### config.mk
export PLATFORM = sky130hd
export DESIGN_NAME = overdrive_clamp
export DESIGN_NICKNAME = d
export VERILOG_FILES = /design/src/rtl/overdrive_pkg.sv /design/src/rtl/overdrive_clamp_fx_mul.sv /design/src/rtl/overdrive_clamp.sv
export SDC_FILE = /design/constraint.sdc
export NUM_CORES = 1
export LEC_CHECK = 0
export BUFFER_PORTS_ARGS = -buffer_cell sky130_fd_sc_hd__buf_4
export CAP_MARGIN = 0
export CORE_MARGIN = 4
export CORE_UTILIZATION = 65
export CTS_CLUSTER_DIAMETER = 80
export DETAILED_ROUTE_END_ITERATION = 8
export PLACE_DENSITY = 0.83
export RECOVER_POWER = 50
export SYNTH_ARGS = -nofsm -noshare
export SYNTH_HDL_FRONTEND = slang
export SYNTH_SLANG_ARGS = --single-unit
### constraint.sdc
create_clock -name i_clk -period 7.9 [get_ports i_clk]
set_clock_uncertainty 0.15 [all_clocks]
set_input_delay 0 -clock i_clk [delete_from_list [all_inputs] [get_ports i_clk]]
set_output_delay 0 -clock i_clk [all_outputs]
set_load 0.03 [all_outputs]
### src/rtl/overdrive_pkg.sv
// Shared types and constants for the overdrive clamp datapath.
package overdrive_pkg;

  localparam int DATA_W = 32;
  localparam int FRAC_W = 12;
  localparam int ONE    = 1 << FRAC_W;

  typedef logic signed [DATA_W-1:0] sample_t;

  // Which output the final stage selects: the shaped polynomial or a rail.
  typedef enum logic [1:0] {
    SEL_MID = 2'd0,
    SEL_LO  = 2'd1,
    SEL_HI  = 2'd2
  } clamp_sel_t;

endpackage

### src/rtl/overdrive_clamp_fx_mul.sv
// Signed Q-format multiply, rescaled by 2**FRAC_W with truncation toward zero.
module fx_mul #(
  parameter int IN_W   = 14,
  parameter int FRAC_W = 12
) (
  input  logic signed [IN_W-1:0] a,
  input  logic signed [IN_W-1:0] b,
  output logic signed [IN_W-1:0] p
);

  localparam int PW = 2 * IN_W;
  localparam logic signed [PW-1:0] BIAS = PW'((1 << FRAC_W) - 1);

  logic signed [PW-1:0] prod;
  logic signed [PW-1:0] adj;

  // Full-precision product; negative products are biased so the arithmetic
  // shift rounds toward zero instead of toward minus infinity.
  always_comb begin
    prod = PW'(a) * PW'(b);
    adj  = prod[PW-1] ? prod + BIAS : prod;
    p    = IN_W'(adj >>> FRAC_W);
  end

endmodule

### src/rtl/overdrive_clamp.sv
// Soft-clip overdrive: (x^3 + 3x)/4 inside (-1, 1), hard rails at +/-0.5
// outside. Three pipeline stages, one sample per cycle, no backpressure.
module overdrive_clamp
  import overdrive_pkg::*;
#(
  parameter int DATA_W = overdrive_pkg::DATA_W,
  parameter int FRAC_W = overdrive_pkg::FRAC_W
) (
  input  logic                     i_clk,
  input  logic                     i_rst_n,
  input  logic                     i_valid,
  input  logic signed [DATA_W-1:0] i_sample,
  output logic                     o_valid,
  output logic signed [DATA_W-1:0] o_sample
);

  // Narrow datapath: only |x| < ONE reaches the polynomial, so FRAC_W+2 bits
  // cover x, x*x and the cube; the sum of cube and 3x needs FRAC_W+4 bits.
  localparam int NW = FRAC_W + 2;
  localparam int SW = FRAC_W + 4;

  localparam int ONE_I = 1 << FRAC_W;
  localparam logic signed [DATA_W-1:0] POS_ONE  = DATA_W'(ONE_I);
  localparam logic signed [DATA_W-1:0] NEG_ONE  = -POS_ONE;
  localparam logic signed [DATA_W-1:0] POS_HALF = DATA_W'(ONE_I / 2);
  localparam logic signed [DATA_W-1:0] NEG_HALF = -POS_HALF;

  logic signed [NW-1:0] x_n;
  logic signed [NW-1:0] sq_n;
  logic signed [NW-1:0] cube_n;
  clamp_sel_t           sel_n;

  logic                 v1, v2;
  logic signed [NW-1:0] x1, xx1, x2, cube2;
  clamp_sel_t           sel1, sel2;

  logic signed [SW-1:0]     sum3;
  logic signed [SW-1:0]     sum_adj;
  logic signed [SW-1:0]     quot;
  logic signed [DATA_W-1:0] res;

  assign x_n = i_sample[NW-1:0];

  fx_mul #(.IN_W(NW), .FRAC_W(FRAC_W)) u_sq (
    .a (x_n),
    .b (x_n),
    .p (sq_n)
  );

  fx_mul #(.IN_W(NW), .FRAC_W(FRAC_W)) u_cube (
    .a (xx1),
    .b (x1),
    .p (cube_n)
  );

  // Range decision taken on the full-width input, before narrowing.
  always_comb begin
    sel_n = SEL_MID;
    if (i_sample <= NEG_ONE)
      sel_n = SEL_LO;
    else if (i_sample >= POS_ONE)
      sel_n = SEL_HI;
  end

  // Final-stage arithmetic: cube + 3x, divided by 4 toward zero, then rail select.
  always_comb begin
    sum3    = SW'(cube2) + SW'(x2) + SW'(x2) + SW'(x2);
    sum_adj = sum3[SW-1] ? sum3 + SW'(3) : sum3;
    quot    = sum_adj >>> 2;
    unique case (sel2)
      SEL_LO:  res = NEG_HALF;
      SEL_HI:  res = POS_HALF;
      default: res = DATA_W'(quot);
    endcase
  end

  // Pipeline registers; data advances every cycle, valid travels alongside.
  always_ff @(posedge i_clk) begin
    if (!i_rst_n) begin
      v1       <= 1'b0;
      x1       <= '0;
      xx1      <= '0;
      sel1     <= SEL_MID;
      v2       <= 1'b0;
      x2       <= '0;
      cube2    <= '0;
      sel2     <= SEL_MID;
      o_valid  <= 1'b0;
      o_sample <= '0;
    end else begin
      v1       <= i_valid;
      x1       <= x_n;
      xx1      <= sq_n;
      sel1     <= sel_n;
      v2       <= v1;
      x2       <= x1;
      cube2    <= cube_n;
      sel2     <= sel1;
      o_valid  <= v2;
      o_sample <= res;
    end
  end

endmodule

* Word level (Yosys, flattened, before mapping)
Index checks and enable logic that the tools add are counted.
** Cells by class
- Bitwise operators :: 1
- Multiply operators :: 2
- Reductions and logical operators :: 1
- $add $sub $neg :: 6
- Equality and inequality tests :: 2
- Magnitude comparators :: 2
- Multiplexer cells :: 6
** Operator list (count)
- $pmux 32 s2 :: 1
- $mul 14x14->28 :: 2
- $add 26x13->26 const B :: 2
- $mux 26 :: 2
- $ge 32x14->1 const B :: 1
- $le 32x13->1 const B :: 1
- $add 15x14->16 :: 1
- $add 16x14->16 :: 1
- $add 16x3->16 const B :: 1
- $mux 16 :: 1
- $add 14x14->15 :: 1
- $eq 2x1->1 const B :: 1
- $eq 2x2->1 const B :: 1
- $mux 2 :: 1
- $reduce_or 2->1 :: 1
- $mux 1 :: 1
- $not 1->1 :: 1
** Word-level totals
- Bits in registers :: 95
- Input bits :: 35
- Output and inout bits :: 33
- Logic and storage cells :: 31

* Longest topological paths before layout
Gate-level depths: netlist of run 1.
- Depth after elaboration :: 6
- Mapped depth :: 27
- Mapped depth without buffers :: 24

* Cells and area by module
A second synthesis of run 1 with hierarchy kept.
** Second synthesis, totals
- Cells, all modules :: 2272
- Area total of the unflattened synthesis :: 20388.3 µm²
** By module, submodules not included
- fx_mul (u_cube) :: seq. area each 0.0 µm², times used 1, cells each 973, area an instance 8426.8 µm²
- fx_mul (u_sq) :: seq. area each 0.0 µm², times used 1, cells each 922, area an instance 8214.1 µm²
- overdrive_clamp :: seq. area each 1541.5 µm², times used 1, cells each 377, area an instance 3747.3 µm²

* Worst setup path before layout of run 1
No wires, ideal clock.
- Kind :: register to register
- Start point :: reg x1[5]
- End point :: reg cube2[10]
- Data required time :: 7.680 ns
- Arrival time :: 6.768 ns
- Cell stages (with the launch flop) :: 25
- Library setup time :: 0.070 ns
- Period minus slack after synthesis :: 6.988 ns
- Path buffers :: 2
- Path slack :: 0.912 ns
- Cell sequence :: dfxtp_1 clkbuf_1 nand2_1 fa_1 inv_1 fa_1 inv_1 fa_1 inv_1 fa_1 inv_1 fa_1 fa_1 inv_1 ha_1 a21oi_1 a21oi_1 a211o_1 a221o_1 o2111ai_2 nand4b_2 or4_1 buf_2 or4_1 a21oi_1
** On the way
- Longest elaborated chain between the ends :: 3
** Ends and longest elaborated chain
- start, declared :: line overdrive_clamp.sv:34 : logic signed [NW-1:0] x1, xx1, x2, cube2;
- start signal, assigned :: line overdrive_clamp.sv:92 : x1 <= x_n;
- $mul 14x14->28 (*) :: line overdrive_clamp_fx_mul.sv:20 : prod = PW'(a) * PW'(b);
- $add 26x13->26 :: line overdrive_clamp_fx_mul.sv:21 : adj = prod[PW-1] ? prod + BIAS : prod;
- $mux 26 (*) :: line overdrive_clamp_fx_mul.sv:21
- end signal, assigned :: line overdrive_clamp.sv:97 : cube2 <= cube_n;
- end, declared :: line overdrive_clamp.sv:34
Mark *: on every way between the ends. The rest lies on a longest branch, timed or not.
A chain may end at the register's enable or synchronous reset.

* Worst setup path in the final report of run 1
- Start point :: reg x1[3]
- End point :: reg cube2[10]
The elaborated chain is that of the path after synthesis.

==> impl_metrics.env, run 1 <==
export IMPL_numCtsBuffers=9
export IMPL_syn_area_per_cell_um2=8.986
export IMPL_cts_sinks=77
export IMPL_cts_tree="done"
export IMPL_fin_setup_tns_ns=0
export IMPL_dpl_hpwl_um=35980
export IMPL_cts_buffer_depth=2
export IMPL_diodes=0
export IMPL_hold_violations=0
export IMPL_async_flop_share=0
export IMPL_die_h_um=179.3
export IMPL_cp_end_kind="flop"
export IMPL_netlist_instances=2123
export IMPL_grt_max_degree=37
export IMPL_met2_wirelength_um=22250
export IMPL_final_cell_mix="inv_1, fa_1, nand2_1"
export IMPL_die_width_um=179.3
export IMPL_io_pins=68
export IMPL_avgViaCountPerCell=5.638
export IMPL_antenna_found_initial=0
export IMPL_rsz0062_at_grt="no"
export IMPL_critPathRequiredTime_ns=8.04
export IMPL_dieArea_um2=32150
export IMPL_path_max_fanout=15
export IMPL_worst_pin_slew_ns=1.669
export IMPL_nFillCells=2177
export IMPL_dr_wl_met3_um=2490
export IMPL_clock_fmax_ghz=0.1334
export IMPL_ant_nets=0
export IMPL_crit_type="flop to flop"
export IMPL_port_buffers=67
export IMPL_synth_nets=2691
export IMPL_max_cap_viol_count=1
export IMPL_clkTransAtPathRegs_ns=0.07
export IMPL_routedLengthMet1_um=17560
export IMPL_drt_initial_drc_count=834
export IMPL_ff2ff_setup_slack_ns=0.40
export IMPL_drv_slew=37
export IMPL_synth_edf_count=0
export IMPL_status="complete, but fails checks"
export IMPL_yosysWarnings=0
export IMPL_core_area_um2=28860
export IMPL_cts_root_buf="clkbuf_16"
export IMPL_drt_wl_total_um=43470
export IMPL_slew_headroom=-0.1124
export IMPL_grt_use_total=0.2879
export IMPL_synth_seq_cells=77
export IMPL_final_core_util=0.6971
export IMPL_post_route_period_util=0.9489
export IMPL_hp_class="input port to flop"
export IMPL_nets=2712
export IMPL_overflow=0
export IMPL_cts_resized=0
export IMPL_rows=62
export IMPL_worstPathArrival_ns=7.64
export IMPL_grt_pass1_wl_um=74220
export IMPL_postCtsHoldBufs=23
export IMPL_cts_max_level=3
export IMPL_drive_gt1_frac=0.04793
export IMPL_grt_pass1_vias=15540
export IMPL_area_growth_pct=5.443
export IMPL_hold_ws_ns=0.04446
export IMPL_highest_layer="met4"
export IMPL_yosysSeqAreaShare=0.08080
export IMPL_detail_route_wl_per_cell_um=17.16
export IMPL_insertion_delay_ns=0.36
export IMPL_violations="max-capacitance violations, max-slew violations"
export IMPL_route_vias_total=14280
export IMPL_synth_area_um2=19080
export IMPL_yosysUniqueCellTypes=92
export IMPL_setup_viol=0
export IMPL_route_detailed_drc=0
export IMPL_postCtsSetupRepairBufs=0
export IMPL_drt_first_pass_iters=6
export IMPL_gp_congestion=0.9426
export IMPL_ys_flop_type="dfxtp_1"
export IMPL_layout_commonest_cell="inv_1"
export IMPL_startpoint_type="flop"
export IMPL_fin_crit_ns=7.497
export IMPL_start_util=0.6611
-- synth_stat cells (7+ instances only) --
master / n / share of area
a21o_1: 26 / 0.010
mux2i_1: 9 / 0.0047
inv_1: 490 / 0.096
dfxtp_1: 77 / 0.081
nand2_1: 166 / 0.033
xnor2_1: 58 / 0.027
clkbuf_1: 61 / 0.012
and3_1: 14 / 0.0046
xor2_1: 26 / 0.012
nand3_1: 28 / 0.0073
a211oi_1: 11 / 0.0043
or2_2: 10 / 0.0033
nor2_1: 81 / 0.016
and2_1: 164 / 0.054
nand4_1: 11 / 0.0036
nand2b_1: 15 / 0.0049
or3_1: 7 / 0.0023
nor2b_1: 18 / 0.0059
o21a_1: 7 / 0.0028
a31oi_1: 10 / 0.0033
nor3_1: 31 / 0.0081
a21oi_1: 63 / 0.017
o21ai_0: 28 / 0.0073
ha_1: 149 / 0.098
nor4_1: 17 / 0.0056
fa_1: 384 / 0.40
buf_4: 18 / 0.0071
o31ai_1: 8 / 0.0031
-- critical path: stages (launching register included) --
cell	delay (ns)
dfxtp_1	0.57
and2_1	0.23
inv_1	0.06
fa_1	0.56
fa_1	0.52
inv_1	0.27
fa_1	0.49
fa_1	0.50
fa_1	0.49
inv_1	0.05
fa_1	0.50
inv_1	0.04
ha_1	0.36
a21o_1	0.24
o2111a_1	0.26
a221o_1	0.39
o2111ai_2	0.23
nand4b_2	0.20
or4_1	0.65
or4_1	0.52
a21oi_1	0.14
-- cell type report --
class / count / area (um^2) / area share
Sequential cell: 77 / 1541 / 0.07663
Tap cell: 384 / 480.5 / 0.02389
Clock inverter: 7 / 65.06 / 0.003234
Multi-Input combinational cell: 1464 / 15240 / 0.7575
Inverter: 493 / 1851 / 0.09199
Clock buffer: 9 / 225.2 / 0.01120
Timing Repair Buffer: 99 / 714.4 / 0.03552
-- logic make-up after synthesis --
logic type | share of synthesized area
compound gates | 0.08972
xor+xnor | 0.03975
fa+ha+maj | 0.5007
buf+inv | 0.1204
flops | 0.08080
mux | 0.005903
simple gates | 0.1627
-- flip-flops by register name (all words and copies together), names as in the netlist --
register / flops
sel2: 2
o_sample: 14
o_valid: 1
v2: 1
xx1: 14
x1: 14
sel1: 2
cube2: 14
v1: 1
x2: 14
-- worst paths after layout --
path                          end                from  cells after the start
max          cube2[10]$_SDFF_PN0_    x1[3]$_SDFF_PN0_                     20
min              x1[8]$_SDFF_PN0_         i_sample[8]                      3
max reg2reg  cube2[10]$_SDFF_PN0_    x1[3]$_SDFF_PN0_                     20
min reg2reg    sel2[0]$_SDFF_PN0_  sel1[0]$_SDFF_PN0_                      1
-- metal layers --
layer  up-vias  track usage
met4         0      0.08759
li1       6606            -
met2       463       0.5112
met3        79      0.03943
met5         -            0
met1      7133       0.3689
-- per-stage QoR --
stage | area, um^2 | cells | setup WS [ns]
2_1_floorplan | 19080 | 2123 | 0.9123
5_1_grt | 20120 | 2533 | 0.03921
3_5_place_dp | 19680 | 2494 | 0.4124
4_1_cts | 20200 | 2533 | 0.4159
3_3_place_gp | 19680 | 2494 | 0.6384
6_report | 20120 | 2533 | 0.4034
Power of run 1 is left out: the tool's default activity adds up to more than one toggle a clock period on the data nets, which glitch-free logic cannot reach.
==> run 2: changes to the inputs <==
--- a/config.mk
+++ b/config.mk
@@ -5,13 +5,15 @@
 export SDC_FILE = /design/constraint.sdc
 export NUM_CORES = 1
 export LEC_CHECK = 0
+export ABC_AREA = 1
 export BUFFER_PORTS_ARGS = -buffer_cell sky130_fd_sc_hd__buf_4
 export CAP_MARGIN = 0
 export CORE_MARGIN = 4
 export CORE_UTILIZATION = 65
 export CTS_CLUSTER_DIAMETER = 80
+export CTS_CLUSTER_SIZE = 24
 export DETAILED_ROUTE_END_ITERATION = 8
-export PLACE_DENSITY = 0.83
+export PLACE_DENSITY_LB_ADDON = 0.2
 export RECOVER_POWER = 50
 export SYNTH_ARGS = -nofsm -noshare
 export SYNTH_HDL_FRONTEND = slang
==> run 2 against run 1 <==
The run now ends clean. Critical path type is now input port to flop. Largest cell class unchanged. Setup slack improved by 0.43 ns. First-iteration DRC count rose by 37%. Hold slack got worse by 0.029 ns. Synthesized area rose by 6.6%.
==> impl_metrics.env, run 2 <==
export IMPL_rows=64
export IMPL_dpl_hpwl_um=40970
export IMPL_worst_pin_slew_ns=1.275
export IMPL_drive_gt1_frac=0.04499
export IMPL_ys_top_cells_by_area="fa_1, inv_1, nand2_1, ha_1, dfxtp_1"
export IMPL_cts_max_level=3
export IMPL_yosysTopAreaCellShare=0.3780
export IMPL_r2r_end="cube2[12]$_SDFF_PN0_"
export IMPL_grt_use_total=0.2999
export IMPL_fin_setup_tns_ns=0
export IMPL_max_stage_delay_ns=0.78
export IMPL_drt_initial_drc_count=1146
export IMPL_fin_crit_ns=7.063
export IMPL_cts_sinks=77
export IMPL_syn_area_per_cell_um2=7.262
export IMPL_netlist_instances=2800
export IMPL_multi_input_area_um2=15250
export IMPL_path_max_fanout=16
export IMPL_reg2reg_depth=25
export IMPL_dieArea_um2=34180
export IMPL_seq_area_um2=1541
export IMPL_gp_congestion=0.9694
export IMPL_crit_type="input port to flop"
export IMPL_cts_tree="done"
export IMPL_hp_class="input port to flop"
export IMPL_status="complete, no violations"
export IMPL_async_flop_share=0
export IMPL_route_detailed_drc=0
export IMPL_synth_edf_count=0
export IMPL_ys_flop_type="dfxtp_1"
export IMPL_nFillCells=2618
export IMPL_cp_end_kind="flop"
export IMPL_post_route_period_util=0.8941
export IMPL_worstPathArrival_ns=7.19
export IMPL_synth_seq_cells=77
export IMPL_slew_headroom=0.1502
export IMPL_avgViaCountPerCell=5.239
export IMPL_max_cap_viol_count=0
export IMPL_layout_commonest_cell="inv_1"
export IMPL_insertion_delay_ns=0.36
export IMPL_cts_root_buf="clkbuf_16"
export IMPL_clock_fmax_ghz=0.1416
export IMPL_drt_first_pass_iters=5
export IMPL_yosysMostFrequentCell="inv_1"
export IMPL_hold_ws_ns=0.01578
export IMPL_yosysUniqueCellTypes=38
export IMPL_final_core_util=0.6946
export IMPL_die_h_um=184.9
export IMPL_hp_start="i_rst_n"
export IMPL_core_area_um2=30750
export IMPL_hold_violations=0
export IMPL_place_ws_ns=1.312
export IMPL_cts_resized=0
export IMPL_holdPathEnd="v2$_SDFF_PN0_"
export IMPL_synth_nets=3368
export IMPL_min_path_cells=3
export IMPL_yosysWarnings=0
export IMPL_io_pins=68
export IMPL_critPathRequiredTime_ns=8.02
export IMPL_drv_slew=0
export IMPL_start_util=0.6613
export IMPL_die_width_um=184.9
export IMPL_r2r_start="x1[2]$_SDFF_PN0_"
export IMPL_yosys_area_top_type="fa_1"
export IMPL_antenna_found_initial=0
export IMPL_overflow=0
export IMPL_clkTransAtPathRegs_ns=0.07
export IMPL_ant_nets=0
export IMPL_synth_area_um2=20330
export IMPL_setup_ws_ns=0.8368
export IMPL_final_cell_mix="inv_1, nand2_1, fa_1"
export IMPL_drt_wl_total_um=48960
export IMPL_setup_viol=0
export IMPL_grt_pass1_wl_um=82950
export IMPL_numCtsBuffers=9
export IMPL_rsz0062_at_grt="no"
export IMPL_port_buffers=67
export IMPL_route_vias_total=16870
export IMPL_ff2ff_setup_slack_ns=1.28
export IMPL_area_growth_pct=5.033
export IMPL_grt_pass1_vias=17850
export IMPL_slowest_stage="clkbuf_1"
export IMPL_detail_route_wl_per_cell_um=15.21
export IMPL_cts_buffer_depth=2
export IMPL_yosysSeqAreaShare=0.07581
export IMPL_diodes=0
export IMPL_startpoint_type="input port"
export IMPL_nets=3386
export IMPL_grt_max_degree=62
export IMPL_synth_common_cells="inv_1, nand2_1, fa_1"
[run 2: routing by layer]
layer	track usage	wire length, um	part of all wire
met1	0.3657	19150	0.39
met2	0.5499	25370	0.52
met3	0.03319	2560	0.052
met4	0.1095	1886	0.039
met5	0	0	0
[run 2: worst max path at each step]
stage	from	cells past startpoint	end	slack, ns
finish	i_sample[2]	27	xx1[3]$_SDFF_PN0_	0.84
global route	i_sample[7]	29	xx1[7]$_SDFF_PN0_	0.42
CTS	x1[2]$_SDFF_PN0_	25	cube2[12]$_SDFF_PN0_	1.30
detailed placement	x1[2]$_SDFF_PN0_	25	cube2[12]$_SDFF_PN0_	1.31
global placement	x1[2]$_SDFF_PN0_	24	cube2[10]$_SDFF_PN0_	1.41
floorplan	x1[5]$_SDFF_PN0_	29	cube2[10]$_SDFF_PN0_	2.05
[run 2: timing repair]
item / 4_1_cts / 5_1_grt
setup buffers: 0 / 0
hold buffers: 20 / 0
endpoints found under the hold margin: 17 / 0
[run 2: critical path, delay by kind of cell]
| kind | cells | cell delay, ns |
|---|---|---|
| compound gates | 4 | 0.93 |
| buf+inv | 9 | 2.14 |
| fa+ha+maj | 7 | 3.17 |
| simple gates | 7 | 0.93 |
[run 2: logic make-up after synthesis]
| group | Yosys count | share of synthesized area |
|---|---|---|
| compound gates | 113 | 0.03027 |
| xor+xnor | 37 | 0.01667 |
| fa+ha+maj | 533 | 0.4697 |
| buf+inv | 924 | 0.1741 |
| flops | 77 | 0.07581 |
| simple gates | 1116 | 0.2334 |
[run 2: cell type report]
class / count / share of cell area
Clock buffer: 9 / 0.01054
Inverter: 844 / 0.1483
Clock inverter: 7 / 0.004804
Tap cell: 396 / 0.02320
Multi-Input combinational cell: 1799 / 0.7142
Sequential cell: 77 / 0.07217
Timing Repair Buffer: 87 / 0.02677
[run 2: through the flow]
step	cell area, um^2	instances
after floorplan	20330	2800
after global placement	20960	3183
after detailed placement	20960	3183
after CTS	21490	3219
after global routing	21360	3219
final	21360	3219
Power of run 2 is left out for the same reason.
==> run 3: changes to the inputs <==
--- a/config.mk
+++ b/config.mk
@@ -8,6 +8,7 @@
 export ABC_AREA = 1
 export BUFFER_PORTS_ARGS = -buffer_cell sky130_fd_sc_hd__buf_4
 export CAP_MARGIN = 0
+export CORE_ASPECT_RATIO = 1.2
 export CORE_MARGIN = 4
 export CORE_UTILIZATION = 65
 export CTS_CLUSTER_DIAMETER = 80
==> run 3 against run 2 <==
Fmax fell by 1.8%. First-iteration DRC count fell by 21%. Sequential cell count did not move. Critical path type unchanged. Highest routed layer unchanged.
==> impl_metrics.env, run 3 (synthesized netlist as in run 2, its figures left out) <==
export IMPL_status="complete, no violations"
export IMPL_grt_pass1_wl_um=85370
export IMPL_die_width_um=169.5
export IMPL_rows=70
export IMPL_numCtsBuffers=9
export IMPL_core_area_um2=30650
export IMPL_dpl_hpwl_um=42930
export IMPL_cts_sinks=77
export IMPL_drt_initial_drc_count=904
export IMPL_final_cell_mix="inv_1, nand2_1, fa_1"
export IMPL_hp_class="input port to flop"
export IMPL_setup_viol=0
export IMPL_avgViaCountPerCell=5.250
export IMPL_gp_congestion=0.9570
export IMPL_slew_headroom=0.1634
export IMPL_cts_max_level=3
export IMPL_drt_first_pass_iters=6
export IMPL_drive_gt1_frac=0.04566
export IMPL_max_cap_viol_count=0
export IMPL_grt_max_degree=62
export IMPL_path_max_fanout=16
export IMPL_layout_commonest_cell="inv_1"
export IMPL_io_pins=68
export IMPL_route_vias_total=16910
export IMPL_cts_root_buf="clkbuf_16"
export IMPL_rsz0062_at_grt="no"
export IMPL_grt_pass1_vias=18470
export IMPL_slowest_stage="clkbuf_1"
export IMPL_area_growth_pct=4.916
export IMPL_worst_pin_slew_ns=1.255
export IMPL_crit_type="input port to flop"
export IMPL_port_buffers=67
export IMPL_critPathRequiredTime_ns=8.04
export IMPL_r2r_start="x1[2]$_SDFF_PN0_"
export IMPL_detail_route_wl_per_cell_um=15.66
export IMPL_hold_violations=0
export IMPL_post_route_period_util=0.9107
export IMPL_nets=3388
export IMPL_cts_tree="done"
export IMPL_clock_fmax_ghz=0.1390
export IMPL_die_h_um=201.8
export IMPL_cts_buffer_depth=2
export IMPL_diodes=0
export IMPL_startpoint_type="input port"
export IMPL_clkTransAtPathRegs_ns=0.07
export IMPL_overflow=0
export IMPL_dieArea_um2=34190
export IMPL_start_util=0.6633
export IMPL_antenna_found_initial=0
export IMPL_worstPathArrival_ns=7.33
export IMPL_grt_use_total=0.3083
export IMPL_ant_nets=0
export IMPL_hp_start="i_rst_n"
export IMPL_postCtsSetupRepairBufs=0
export IMPL_fin_crit_ns=7.195
export IMPL_max_stage_delay_ns=0.87
export IMPL_cp_end_kind="flop"
export IMPL_critPathLaunch="i_sample[5]"
export IMPL_drv_slew=0
export IMPL_route_detailed_drc=0
export IMPL_insertion_delay_ns=0.36
export IMPL_drt_wl_total_um=50450
export IMPL_fin_setup_tns_ns=0
-- run 3: through the flow --
| step | hold WS (ns) | area, um^2 | setup WS, ns | util | std cells |
|---|---|---|---|---|---|
| 6_report | 0.005703 | 21330 | 0.7055 | 0.6960 | 3221 |
| 5_1_grt | 0.03153 | 21330 | 0.3532 | 0.6960 | 3221 |
| 4_1_cts | 0.006710 | 21470 | 1.191 | 0.7002 | 3221 |
| 3_5_place_dp | 0.05419 | 20980 | 1.209 | 0.6843 | 3185 |
| 3_3_place_gp | 0.05213 | 20980 | 1.281 | 0.6843 | 3185 |
| 2_1_floorplan | -0.05237 | 20330 | 2.046 | - | 2800 |
-- run 3: critical path, delay by kind of cell --
kind          cells  cell delay, ns
buf+inv           8            1.78
fa+ha+maj         7            3.57
simple gates     10            1.76
xor+xnor          1            0.22
-- run 3: what timing repair did --
item                                    4_1_cts  5_1_grt
hold buffers                                 20        0
hold endpoints to repair                     17        0
gates resized for setup                       0        0
endpoints found under the setup margin        0        0
-- run 3: routing by layer --
metal | GRT usage | vias to the layer above | part of all wire
met5 | 0 | - | 0
met3 | 0.03753 | 181 | 0.045
met1 | 0.3371 | 8149 | 0.36
met4 | 0.1608 | 0 | 0.057
li1 | - | 8075 | -
met2 | 0.5765 | 505 | 0.54
-- run 3: layout make-up --
type / count / area, um^2
multi-input combinational: 1799 / 15250
fill: 2655 / 9320
inverter: 844 / 3168
sequential: 77 / 1541
timing repair buffer: 89 / 586.8
tap: 396 / 495.5
clock buffer: 9 / 225.2
clock inverter: 7 / 63.81
-- run 3: path summary, 6_finish.rpt --
kind	end	slack, ns	cells past startpoint
worst max-delay path	xx1[13]$_SDFF_PN0_	0.71	26
worst min-delay path	o_valid$_SDFF_PN0_	0.006	3
worst max register to register	cube2[13]$_SDFF_PN0_	1.15	25
worst min register to register	sel2[1]$_SDFF_PN0_	0.27	2
Power of run 3 is left out for the same reason.
